File: src/rtl/keypad_pkg.sv
// Shared definitions for the 4x4 keypad scanner: scan FSM states, physical-to-hex map, priority helper.
package keypad_pkg;

    localparam int unsigned ROWS  = 4;
    localparam int unsigned COLS  = 4;
    localparam int unsigned NKEYS = ROWS * COLS;

    typedef enum logic {
        ST_DRIVE  = 1'b0,
        ST_UPDATE = 1'b1
    } scan_state_e;

    // Index is row*4+col (row 0 top, col 0 left); value is the hex key printed on the cap.
    localparam logic [3:0] KEYMAP [NKEYS] = '{
        4'h1, 4'h2, 4'h3, 4'hC,
        4'h4, 4'h5, 4'h6, 4'hD,
        4'h7, 4'h8, 4'h9, 4'hE,
        4'hA, 4'h0, 4'hB, 4'hF
    };

    function automatic logic [3:0] lowest_set(input logic [15:0] v);
        logic [3:0] idx;
        idx = '0;
        for (int i = 15; i >= 0; i--) begin
            if (v[i]) idx = 4'(i);
        end
        return idx;
    endfunction

endpackage

File: src/rtl/key_debounce.sv
// Per-key debouncer: flips the debounced bit after DEBOUNCE_SCANS consecutive disagreeing frames.
module key_debounce
#(
    parameter int unsigned DEBOUNCE_SCANS = 4
) (
    input  logic clk,
    input  logic reset,
    input  logic raw,
    input  logic update,
    output logic debounced,
    output logic rise_c
);

    logic [2:0] cnt_q, cnt_d;
    logic       deb_q, deb_d;

    always_comb begin
        cnt_d  = cnt_q;
        deb_d  = deb_q;
        rise_c = 1'b0;
        if (update) begin
            if (raw == deb_q) begin
                cnt_d = '0;
            end else if (3'(cnt_q + 3'd1) == 3'(DEBOUNCE_SCANS)) begin
                deb_d  = ~deb_q;
                cnt_d  = '0;
                rise_c = raw;
            end else begin
                cnt_d = 3'(cnt_q + 3'd1);
            end
        end
    end

    always_ff @(posedge clk) begin
        if (reset) begin
            cnt_q <= '0;
            deb_q <= 1'b0;
        end else begin
            cnt_q <= cnt_d;
            deb_q <= deb_d;
        end
    end

    assign debounced = deb_q;

endmodule

File: src/rtl/keypad_scanner.sv
// 4x4 matrix keypad scanner: row drive/sample FSM, per-key debounce, press event with lowest hex code.
module keypad_scanner
    import keypad_pkg::*;
#(
    parameter int unsigned SETTLE_CYCLES  = 16,
    parameter int unsigned DEBOUNCE_SCANS = 4
) (
    input  logic        clk,
    input  logic        reset,
    output logic [3:0]  row_out,
    input  logic [3:0]  col_in,
    output logic [15:0] keypad_matrix,
    output logic        key_event,
    output logic [3:0]  key_code
);

    localparam int unsigned CNT_W = 8;
    localparam logic [CNT_W-1:0] SETTLE_LAST = CNT_W'(SETTLE_CYCLES - 1);

    logic [3:0]       col_s1_q, col_s2_q;
    scan_state_e      state_q, state_d;
    logic [1:0]       row_q, row_d;
    logic [CNT_W-1:0] cnt_q, cnt_d;
    logic             started_q, started_d;
    logic [15:0]      raw_q, raw_d;
    logic [3:0]       row_out_q, row_out_d;
    logic             key_event_q, key_event_d;
    logic [3:0]       key_code_q, key_code_d;

    logic             update_c;
    logic [15:0]      deb_c, rise_c, matrix_c, rise_hex_c;

    // Scan sequencing; started_q holds the counter for one cycle so row 0 gets its full settle time after reset.
    always_comb begin
        state_d     = state_q;
        row_d       = row_q;
        cnt_d       = cnt_q;
        raw_d       = raw_q;
        started_d   = 1'b1;
        if (started_q) begin
            case (state_q)
                ST_DRIVE: begin
                    if (cnt_q == SETTLE_LAST) begin
                        cnt_d = '0;
                        raw_d[{row_q, 2'b00} +: 4] = ~col_s2_q;
                        row_d = 2'(row_q + 2'd1);
                        if (row_q == 2'd3) state_d = ST_UPDATE;
                    end else begin
                        cnt_d = CNT_W'(cnt_q + 1'b1);
                    end
                end
                ST_UPDATE: state_d = ST_DRIVE;
                default:   state_d = ST_DRIVE;
            endcase
        end
        row_out_d = ~(4'b0001 << row_d);
    end

    assign update_c = (state_q == ST_UPDATE);

    for (genvar p = 0; p < NKEYS; p++) begin : g_key
        key_debounce #(
            .DEBOUNCE_SCANS (DEBOUNCE_SCANS)
        ) u_deb (
            .clk       (clk),
            .reset     (reset),
            .raw       (raw_q[p]),
            .update    (update_c),
            .debounced (deb_c[p]),
            .rise_c    (rise_c[p])
        );
    end

    // Remap physical positions to hex-key bit positions.
    always_comb begin
        matrix_c   = '0;
        rise_hex_c = '0;
        for (int p = 0; p < NKEYS; p++) begin
            matrix_c[KEYMAP[p]]   = deb_c[p];
            rise_hex_c[KEYMAP[p]] = rise_c[p];
        end
        key_event_d = |rise_hex_c;
        key_code_d  = (|rise_hex_c) ? lowest_set(rise_hex_c) : key_code_q;
    end

    always_ff @(posedge clk) begin
        if (reset) begin
            col_s1_q    <= 4'hF;
            col_s2_q    <= 4'hF;
            state_q     <= ST_DRIVE;
            row_q       <= '0;
            cnt_q       <= '0;
            started_q   <= 1'b0;
            raw_q       <= '0;
            row_out_q   <= 4'hF;
            key_event_q <= 1'b0;
            key_code_q  <= '0;
        end else begin
            col_s1_q    <= col_in;
            col_s2_q    <= col_s1_q;
            state_q     <= state_d;
            row_q       <= row_d;
            cnt_q       <= cnt_d;
            started_q   <= started_d;
            raw_q       <= raw_d;
            row_out_q   <= row_out_d;
            key_event_q <= key_event_d;
            key_code_q  <= key_code_d;
        end
    end

    assign row_out       = row_out_q;
    assign keypad_matrix = matrix_c;
    assign key_event     = key_event_q;
    assign key_code      = key_code_q;

endmodule

File: config.mk
export PLATFORM = sky130hd
export DESIGN_NAME = keypad_scanner
export DESIGN_NICKNAME = d
export VERILOG_FILES = /design/src/rtl/keypad_pkg.sv /design/src/rtl/key_debounce.sv /design/src/rtl/keypad_scanner.sv
export SDC_FILE = /design/constraint.sdc
export NUM_CORES = 1
export LEC_CHECK = 0
export ABC_AREA = 1
export CAP_MARGIN = 20
export CORE_ASPECT_RATIO = 0.6
export CORE_UTILIZATION = 40
export DETAILED_ROUTE_END_ITERATION = 16
export PLACE_DENSITY = 0.63
export SYNTH_ARGS = -nofsm -noshare
export SYNTH_HDL_FRONTEND = slang
export SYNTH_HIERARCHICAL = 1
export SYNTH_SLANG_ARGS = --single-unit
File: constraint.sdc
create_clock -name clk -period 3 [get_ports clk]
set_clock_uncertainty 0.15 [all_clocks]
set_input_delay 0.6 -clock clk [delete_from_list [all_inputs] [get_ports clk]]
set_output_delay 0.6 -clock clk [all_outputs]
set_load 0.05 [all_outputs]
==> metrics.txt, run 1 <==
worst vdd ir=about 290 uV; critical path launch point=g_key[8].u_deb/debounced; unrepaired setup endpoints after global routing=false; share of post-route cells with drive strength above 1=between 10% and 20%; CP Cell Sequence=clkdlybuf4s50_1; post-synthesis cell count=approximately 830; min Tclk post-route=2.426 ns; crit path DAT=1.68 ns; die area=between 15000 and 20000 um2; PwrDens=408.0 nW/um2; Post CTS Setup Buffer Count=0; largest family of logic cells by synthesized area=simple AND/OR/NAND/NOR gates; worst reg2reg path depth=13; FF/Latch Area=between 2000 and 2500 um2; clk slew on worst S/H paths=approximately 0.080 ns; post-route non-filler standard cell count=1074; crit end category=primary output; Die X-Extent=around 160 um; final period utilization=80.87%; WL/cell=around 11 um; placed standard-cell area=6445 um2; IO Port Bufs=30; # nets final=921; vias per cell=approximately 4.6; DP Cell Count=~1100; drt pass-1 iters=8; Final Hold Vio Count=0; Post-Synth Simple-Gate Area=35.92%; maximum clock path buffer count=2; Final Instance Area=between 6000 and 7000 um2; Synth Area in Compound Gates=a little under a tenth; crit path kind=flop to primary output; most frequent cells in the layout=nand2_1 (212), inv_1 (127), dfxtp_1 (109); Slew Viols, Final=0; setup TNS=0 ns; hold buffers post-CTS=0; Hold Crit Class=flop to flop; initial antenna violation count=0; worst r2r src=g_key[6].u_deb/cnt_q[0]; Crit path max-delay family=buffers and inverters; CTS buffer count=9; Worst Path Required=~2.3 ns; Congestion Overflow GR=0; # IOs=31; multi-input logic area=approximately 3100 um2; first-pass GRT wire length=slightly above 20000 um; slew margin rel.=approximately 56%; Crit Reg-Reg Endpoint=key_code[1]; Unique masters post-synth=32; critical path startpoint category=flop; Synth Net Count=876; GPL Wtd Cong=about 0.83; Seq/Total Area, Yosys=between 30% and 40%; Sink Count=between 100 and 150; CTS H-tree lvls=3; Synth Area in XOR/XNOR=0.1496%; Peak Freq=between 400 and 500 MHz; via count=~5000; WP depth=1; final core occ=48.39%; outcome=finished, final reports clean; row cnt=33; final hold slack=0.2653 ns; Die Y=about 96 um; CTS tree=yes; Post-Syn Area per Cell=around 7.0 um2; Slowest-stage cell, CP=clkdlybuf4s50_1; Worst path max stage delay=between 0.8 and 0.9 ns; Syn-to-layout area delta=15.32%; Max Fanout on Critical Path=6; starting density of the core=41.96%; final antenna-violating net count=0; Ys Warns=6; Initial DRC Count=approximately 310; R2R setup slack=approximately 0.62 ns; GRT Overall Usage=17.44%; setup ws final=between 0.5 and 0.6 ns; Ant. Diodes=0; MaxCap Viol Count=0; # setup viols final=0; clk_lat worst skew=between 0.3 and 0.4 ns; Total Wirelength=11940 um; multiplexer area fraction after synthesis=0%; Core ar.=~14000 um2; Synth Register Bits=109; vias in the first global route=about 4400; HPWL after detailed placement=8938 um; most common cell after layout, fill and taps aside=nand2_1; DP Worst Slack=between 0.7 and 0.8 ns; total power=roughly 2.8 mW; Worst Tran Pin Value=0.6537 ns; # DRC=0; CTS resizes=0; worst setup path endpoint=keypad_matrix[7]; largest net degree at the start of global routing=48; Worst Path Buf+Inv=1; filler instances=about 1400; Synth Area in Adders=8.120%; synthesized area=approximately 5900 um2; Pleak=approximately 2.6 nW; CTS root buffer=clkbuf_16
[metal layers]
metal / vias up / share of wire [%] / track usage [%]
met4: 0 / 0.75 / 4.087
met1: 2133 / 59 / 26.99
met5: - / 0 / 0
li1: 2732 / - / -
met3: 8 / 4.5 / 3.782
met2: 89 / 35 / 23.90
[synth_stat cells, drive strengths merged]
library cell | count | area share, %
dfxtp | 109 | 37
a22oi | 2 | 0.26
nand3 | 48 | 4.4
nor3 | 7 | 0.88
nor3b | 2 | 0.26
a21oi | 85 | 7.3
inv | 131 | 8.4
or2 | 10 | 1.1
nor2 | 111 | 11
clkinv | 4 | 0.32
o21ai | 22 | 1.9
nand4 | 7 | 0.75
nor4 | 18 | 1.9
o211ai | 1 | 0.13
xor2 | 1 | 0.15
nand2 | 233 | 16
ha | 38 | 8.1
clkbuf | 3 | 0.19
[worst min path at each step]
stage	slack, ns	from	cells after the start	endpoint
final	0.27	col_s1_q[3]	1	col_s2_q[3]
after global routing	0.28	col_s1_q[1]	1	col_s2_q[1]
after CTS	0.27	col_s1_q[3]	1	col_s2_q[3]
after detailed placement	0.25	col_s1_q[3]	1	col_s2_q[3]
after global placement	0.24	col_s1_q[1]	1	col_s2_q[1]
after floorplan	0.24	col_s1_q[0]	1	col_s2_q[0]
[cells by family (layout without fill, tap and decap cells)]
family,after synthesis,count (layout)
xor gates and xnor gates,1,1
and+or+nand+nor,436,436
adders and majority gates,38,38
buffers and inverters,138,188
DFF,109,109
AOI/OAI and AO/OA,110,110
[flip-flops by register name, summed over array words and instances (netlist names)]
name / flops
col_s2_q: 4
key_code: 4
cnt_q: 8
key_event: 1
raw_q: 16
state_q: 1
row_out: 4
started_q: 1
g_key.u_deb/debounced: 16
g_key.u_deb/cnt_q: 48
row_q: 2
col_s1_q: 4
[area by class of cell]
class	count	share of cell area, %
sequential	109	32.31
clock inverter	6	1.019
multi-input combinational	585	46.64
inverter	135	7.597
clock buffer	10	3.539
tap	192	3.558
timing repair buffer	37	5.336
[where the power goes]
part	switching [mW]	total [mW]	internal (mW)
Clock	0.552	1.23	0.677
Combinational	0.0445	0.0672	0.0227
Sequential	0.00496	1.46	1.45
Total	0.601	2.76	2.15
(Power assumes the default switching activity.)
==> run 2: changes to the inputs <==
--- a/config.mk
+++ b/config.mk
@@ -10,7 +10,7 @@
 export CORE_ASPECT_RATIO = 0.6
 export CORE_UTILIZATION = 40
 export DETAILED_ROUTE_END_ITERATION = 16
-export PLACE_DENSITY = 0.63
+export PLACE_DENSITY = 0.65
 export SYNTH_ARGS = -nofsm -noshare
 export SYNTH_HDL_FRONTEND = slang
 export SYNTH_HIERARCHICAL = 1
==> constraint.sdc (replaced) <==
create_clock -name clk -period 2.2 [get_ports clk]
set_clock_uncertainty 0.15 [all_clocks]
set_input_delay 0.44 -clock clk [delete_from_list [all_inputs] [get_ports clk]]
set_output_delay 0.44 -clock clk [all_outputs]
set_load 0.05 [all_outputs]
==> run 2 against run 1 <==
Effect of this change: design area is 5.6% higher; die area unchanged; sequential share of layout area shrank 1.3 points; sequential power increased by 36%; hold slack worse by 0.074 ns; largest power group unchanged; critical path type unchanged; global-route usage increased by 0.056 points; cell count grew 1.4%.
==> metrics.txt, run 2 (synthesized netlist as in run 1, its figures left out) <==
outcome=finished, final reports clean; Cell Int Power=approximately 3 mW; Worst Path Buf+Inv=1; combinational share of power=under 10%; worst r2r src=g_key[3].u_deb/cnt_q[0]; initial antenna violation count=0; worst reg2reg path depth=12; GRT Overall Usage=17.50%; # setup viols final=0; Sw Pwr=0.8378 mW; R2R setup slack=0.10 ns; Pleak=between 2 and 3 nW; most frequent cells in the layout=nand2_1 (207), inv_1 (125), dfxtp_1 (96); Core ar.=about 14000 um2; Die Y=about 96 um; Die X-Extent=around 160 um; vias per cell=4.651; met2 routed WL=around 4900 um; maximum clock path buffer count=2; Clock power frac=a little under half; first-pass GRT wire length=approximately 21000 um; filler instances=about 1400; die area=approximately 15000 um2; hold buffers post-CTS=0; MaxCap Viol Count=0; drt pass-1 iters=7; GPL Wtd Cong=roughly 0.82; CTS buffer count=9; Congestion Overflow GR=0; WP depth=1; crit path DAT=1.52 ns; Worst Tran Pin Value=between 0.5 and 0.6 ns; HPWL after detailed placement=9116 um; CTS H-tree lvls=3; total power=roughly 4 mW; CTS tree=yes; clk_lat worst skew=around 0.35 ns; critical path startpoint category=flop; share of post-route cells with drive strength above 1=about a fifth; power share of the sequential group=between 50 and 60%; met3 wire length=460 um; Slew Viols, Final=0; Crit Reg-Reg Endpoint=key_code[1]; Ant. Diodes=0; WL/cell=11.58 um; most common cell after layout, fill and taps aside=nand2_1; # DRC=0; Max Fanout on Critical Path=2; # nets final=between 900 and 1000; CTS root buffer=clkbuf_16; Met1 Wirelength=7141 um; Final Hold Vio Count=0; worst setup path endpoint=key_code[0]; row cnt=33; Slowest-stage cell, CP=clkdlybuf4s50_1; Syn-to-layout area delta=21.73%; unrepaired setup endpoints after global routing=true; Biggest register=g_key.u_deb/cnt_q; Total Wirelength=around 13000 um; final period utilization=96.05%; Worst path max stage delay=between 0.8 and 0.9 ns; critical path launch point=key_code[0]; Worst Path Required=1.61 ns; Crit path max-delay family=buffers and inverters; PwrDens=around 550 nW/um2; # IOs=31; vias in the first global route=4444; min Tclk post-route=around 2.1 ns; Sink Count=between 100 and 150; largest net degree at the start of global routing=60; final antenna-violating net count=0; Hold Crit Class=primary input to flop; Initial DRC Count=roughly 250; Switching Share=21.55%; slew margin rel.=64.61%; Peak Freq=between 400 and 500 MHz; Largest register FFs=48; worst vdd ir=roughly 540 uV; crit path kind=flop to primary output; Top Layer Used=met4; CP Cell Sequence=clkdlybuf4s50_1; via count=a little over 5000; starting density of the core=about two fifths; clk slew on worst S/H paths=0.07 ns; IO Port Bufs=30; final hold slack=between 0.15 and 0.2 ns; crit end category=primary output
-- run 2: cell count changes in the layout (fill, tap and decap cells not counted), moves of 5 or more --
cell | previous run | this run
dfxtp_4 | 0 | 5
nor4_4 | 0 | 6
nand2_1 | 212 | 207
nand2_2 | 18 | 23
nand3_2 | 1 | 7
dfxtp_1 | 109 | 96
dfxtp_2 | 0 | 8
nor4_2 | 0 | 6
nand3_1 | 46 | 40
ha_1 | 38 | 32
clkdlybuf4s50_1 | 29 | 13
nor4_1 | 18 | 6
buf_4 | 6 | 34
-- run 2: worst reg2reg max path: cells and delay by family (launching register included) --
kind	cells	cell delay (ns)
AND/OR/NAND/NOR	7	0.94
buffers and inverters	3	0.39
flip-flops	1	0.36
adder cells (fa/ha/maj)	1	0.16
AO/OA/AOI/OAI	1	0.07
-- run 2: cell type report --
class	instances	area, um2	area share (%)
clock buffers	10	239.0	3.353
clock inverters	6	92.59	1.299
inverters	135	513.0	7.197
multi-input cells	585	3373	47.32
flip-flops and latches	109	2211	31.02
well taps	192	240.2	3.370
repair buffers	52	459.2	6.442
-- run 2: per-layer routing --
layer,up-vias,global-route usage [%]
met1,2225,26.34
met3,12,3.467
met2,70,25.11
li1,2758,-
met5,-,0
met4,0,4.327
-- run 2: worst min path at each step --
stage | startpoint | end | slack, ns | cells past startpoint
3_5_place_dp | col_s1_q[3] | col_s2_q[3] | 0.25 | 1
5_1_grt | reset | g_key[6].u_deb/cnt_q[1] | 0.20 | 2
2_1_floorplan | col_s1_q[0] | col_s2_q[0] | 0.24 | 1
4_1_cts | reset | g_key[6].u_deb/cnt_q[1] | 0.20 | 2
3_3_place_gp | col_s1_q[3] | col_s2_q[3] | 0.24 | 1
6_report | reset | g_key[6].u_deb/cnt_q[1] | 0.19 | 2
-- run 2: power by group through the flow --
stage                     registers [mW]  clock network, mW  logic, mW
after floorplan                     2.04                  0     0.0501
after detailed placement            2.04                  0     0.0951
after global placement              2.04                  0     0.0938
final                               1.98               1.81     0.0950
after global routing                1.99               1.92      0.107
after CTS                           1.99               1.84     0.0953
-- run 2: through the flow --
step	setup WS, ns	instances	cell area, um2	util, %	setup TNS (ns)
4_1_cts	0.02490	1086	6854	49.11	0
3_5_place_dp	0.05046	1070	6524	46.75	0
6_report	0.08686	1089	7128	51.08	0
5_1_grt	-0.05623	1089	7128	51.08	-0.1162
2_1_floorplan	0.005620	832	5857	-	0
3_3_place_gp	0.02970	1070	6524	46.75	0
-- run 2: what timing repair did --
| item | CTS | global route |
|---|---|---|
| gates resized for setup | 1 | 62 |
| endpoints found under the setup margin | 1 | 5 |
| gates cloned | 0 | 0 |
| buffers inserted | 0 | 3 |
| hold endpoints to repair | 0 | 0 |
| pin swaps | 0 | 7 |
==> run 3: changes to the inputs <==
--- a/config.mk
+++ b/config.mk
@@ -8,6 +8,7 @@
 export ABC_AREA = 1
 export CAP_MARGIN = 20
 export CORE_ASPECT_RATIO = 0.6
+export CORE_MARGIN = 1.5
 export CORE_UTILIZATION = 40
 export DETAILED_ROUTE_END_ITERATION = 16
 export PLACE_DENSITY = 0.65
==> run 3 against run 2 <==
Effect of this change: first-iteration DRC count increased by 28%; sequential share of layout area up 0.070 points; sequential cell count stayed put; fmax fell by 0.42%; cell count up 0.37%; critical endpoint is now key_code[1]; global-route usage decreased by 1.0 points; sequential power barely moved; total power fell by 2.5%; register-to-register slack improved by 0.05 ns.
==> metrics.txt, run 3 (synthesized netlist as in run 1, its figures left out) <==
Congestion Overflow GR=0; vias per cell=about 4.6; initial antenna violation count=0; crit end category=primary output; most frequent cells in the layout=nand2_1 (207), inv_1 (125), dfxtp_1 (97); power share of the sequential group=between 50% and 60%; CP Cell Sequence=clkdlybuf4s50_1; Core ar.=approximately 14000 um2; clk slew on worst S/H paths=~0.080 ns; critical path startpoint category=flop; final hold slack=approximately 0.26 ns; Max Fanout on Critical Path=2; Worst Path Buf+Inv=1; Syn-to-layout area delta=21.11%; FF/Latch Area=2205 um2; multi-input logic area=between 3000 and 4000 um2; die area=roughly 15000 um2; Worst path max stage delay=a little over 0.8 ns; PwrDens=around 530 nW/um2; Pleak=~2.7 nW; # IOs=31; Peak Freq=between 400 and 500 MHz; Worst Path Required=approximately 1.6 ns; crit path kind=flop to primary output; GRT Overall Usage=between 10% and 20%; CTS buffer count=9; starting density of the core=approximately two fifths; CTS root buffer=clkbuf_16; worst vdd ir=363.5 uV; WL/cell=roughly 11 um; final period utilization=just under 100%; # setup viols final=0; # DRC=0; filler instances=about 1500; share of post-route cells with drive strength above 1=20.11%; Switching Share=22.88%; Total Wirelength=12310 um; Biggest register=g_key.u_deb/cnt_q; unrepaired setup endpoints after global routing=true; final antenna-violating net count=0; Ant. Diodes=0; outcome=finished, final reports clean; Final Hold Vio Count=0; Die Y=just under 100 um; total power=around 3.8 mW; vias in the first global route=approximately 4400; Initial DRC Count=roughly 330; slew margin rel.=between 60% and 70%; maximum clock path buffer count=2; row cnt=34; largest net degree at the start of global routing=54; HPWL after detailed placement=between 9000 and 10000 um; Slew Viols, Final=0; first-pass GRT wire length=around 21000 um; CTS H-tree lvls=3; Largest register FFs=48; Clock power frac=45.1%; IO Port Bufs=30; Crit path max-delay family=buffers and inverters; # nets final=roughly 930; crit path DAT=between 1.5 and 2 ns; most common cell after layout, fill and taps aside=nand2_1; MaxCap Viol Count=0; combinational share of power=roughly 2.5%; Sw Pwr=~0.87 mW; Worst Tran Pin Value=roughly 0.51 ns; drt pass-1 iters=7; via count=5060; Slowest-stage cell, CP=clkdlybuf4s50_1; Hold Crit Class=flop to flop; Sink Count=about 110; GPL Wtd Cong=between 0.8 and 0.9; CTS tree=yes; Cell Int Power=2.924 mW; clk_lat worst skew=about 0.35 ns; min Tclk post-route=~2.1 ns; Die X-Extent=159.2 um
run 3: cell count changes in the layout (fill, tap and decap cells not counted), sizes merged:
cell         before  now
buf              38   37
bufinv            2    1
clkbuf           10    9
clkinv            5    6
clkinvlp          1    2
dlygate4sd2       1    0
run 3: final timing paths:
kind / slack, ns / depth (start not counted) / end / from
max reg2reg: 0.15 / 12 / key_code[1] / g_key[3].u_deb/cnt_q[0]
min reg2reg: 0.26 / 1 / col_s2_q[2] / col_s1_q[2]
max: 0.08 / 1 / key_code[1] / key_code[1]
min: 0.26 / 1 / col_s2_q[2] / col_s1_q[2]
run 3: timing repair:
action	CTS	global route
hold buffers	0	0
setup endpoints to repair	0	5
resized for setup	0	55
setup buffers	0	3
run 3: routing by layer:
layer,wire [um],vias to the layer above,global-route usage [%]
li1,-,2750,-
met1,6928,2207,25.66
met2,4806,95,22.71
met3,486,8,3.516
met4,93,0,3.701
met5,0,-,0
run 3: power groups by stage:
stage	combinational [mW]	clock (mW)	sequential [mW]
3_5_place_dp	0.0942	0	2.04
5_1_grt	0.107	1.83	1.99
2_1_floorplan	0.0501	0	2.04
3_3_place_gp	0.0937	0	2.04
4_1_cts	0.0944	1.76	1.99
6_report	0.0942	1.71	1.99
run 3: area by class of cell:
cell class	count	share of cell area [%]
Clock buffer	9	3.176
Clock inverter	7	1.341
Inverter	135	7.269
Multi-Input combinational cell	585	47.21
Sequential cell	109	31.09
Tap cell	198	3.493
Timing Repair Buffer	50	6.422
run 3: per-stage QoR:
stage	utilization, %	std cells	setup WS [ns]	instance area [um2]	TNS [ns]
2_1_floorplan	-	832	0.005620	5857	0
6_report	49.32	1093	0.07785	7092	0
3_5_place_dp	45.39	1074	0.08839	6526	0
4_1_cts	47.62	1090	0.06839	6847	0
3_3_place_gp	45.39	1074	0.1134	6526	0
5_1_grt	49.32	1093	-0.09002	7092	-0.1360
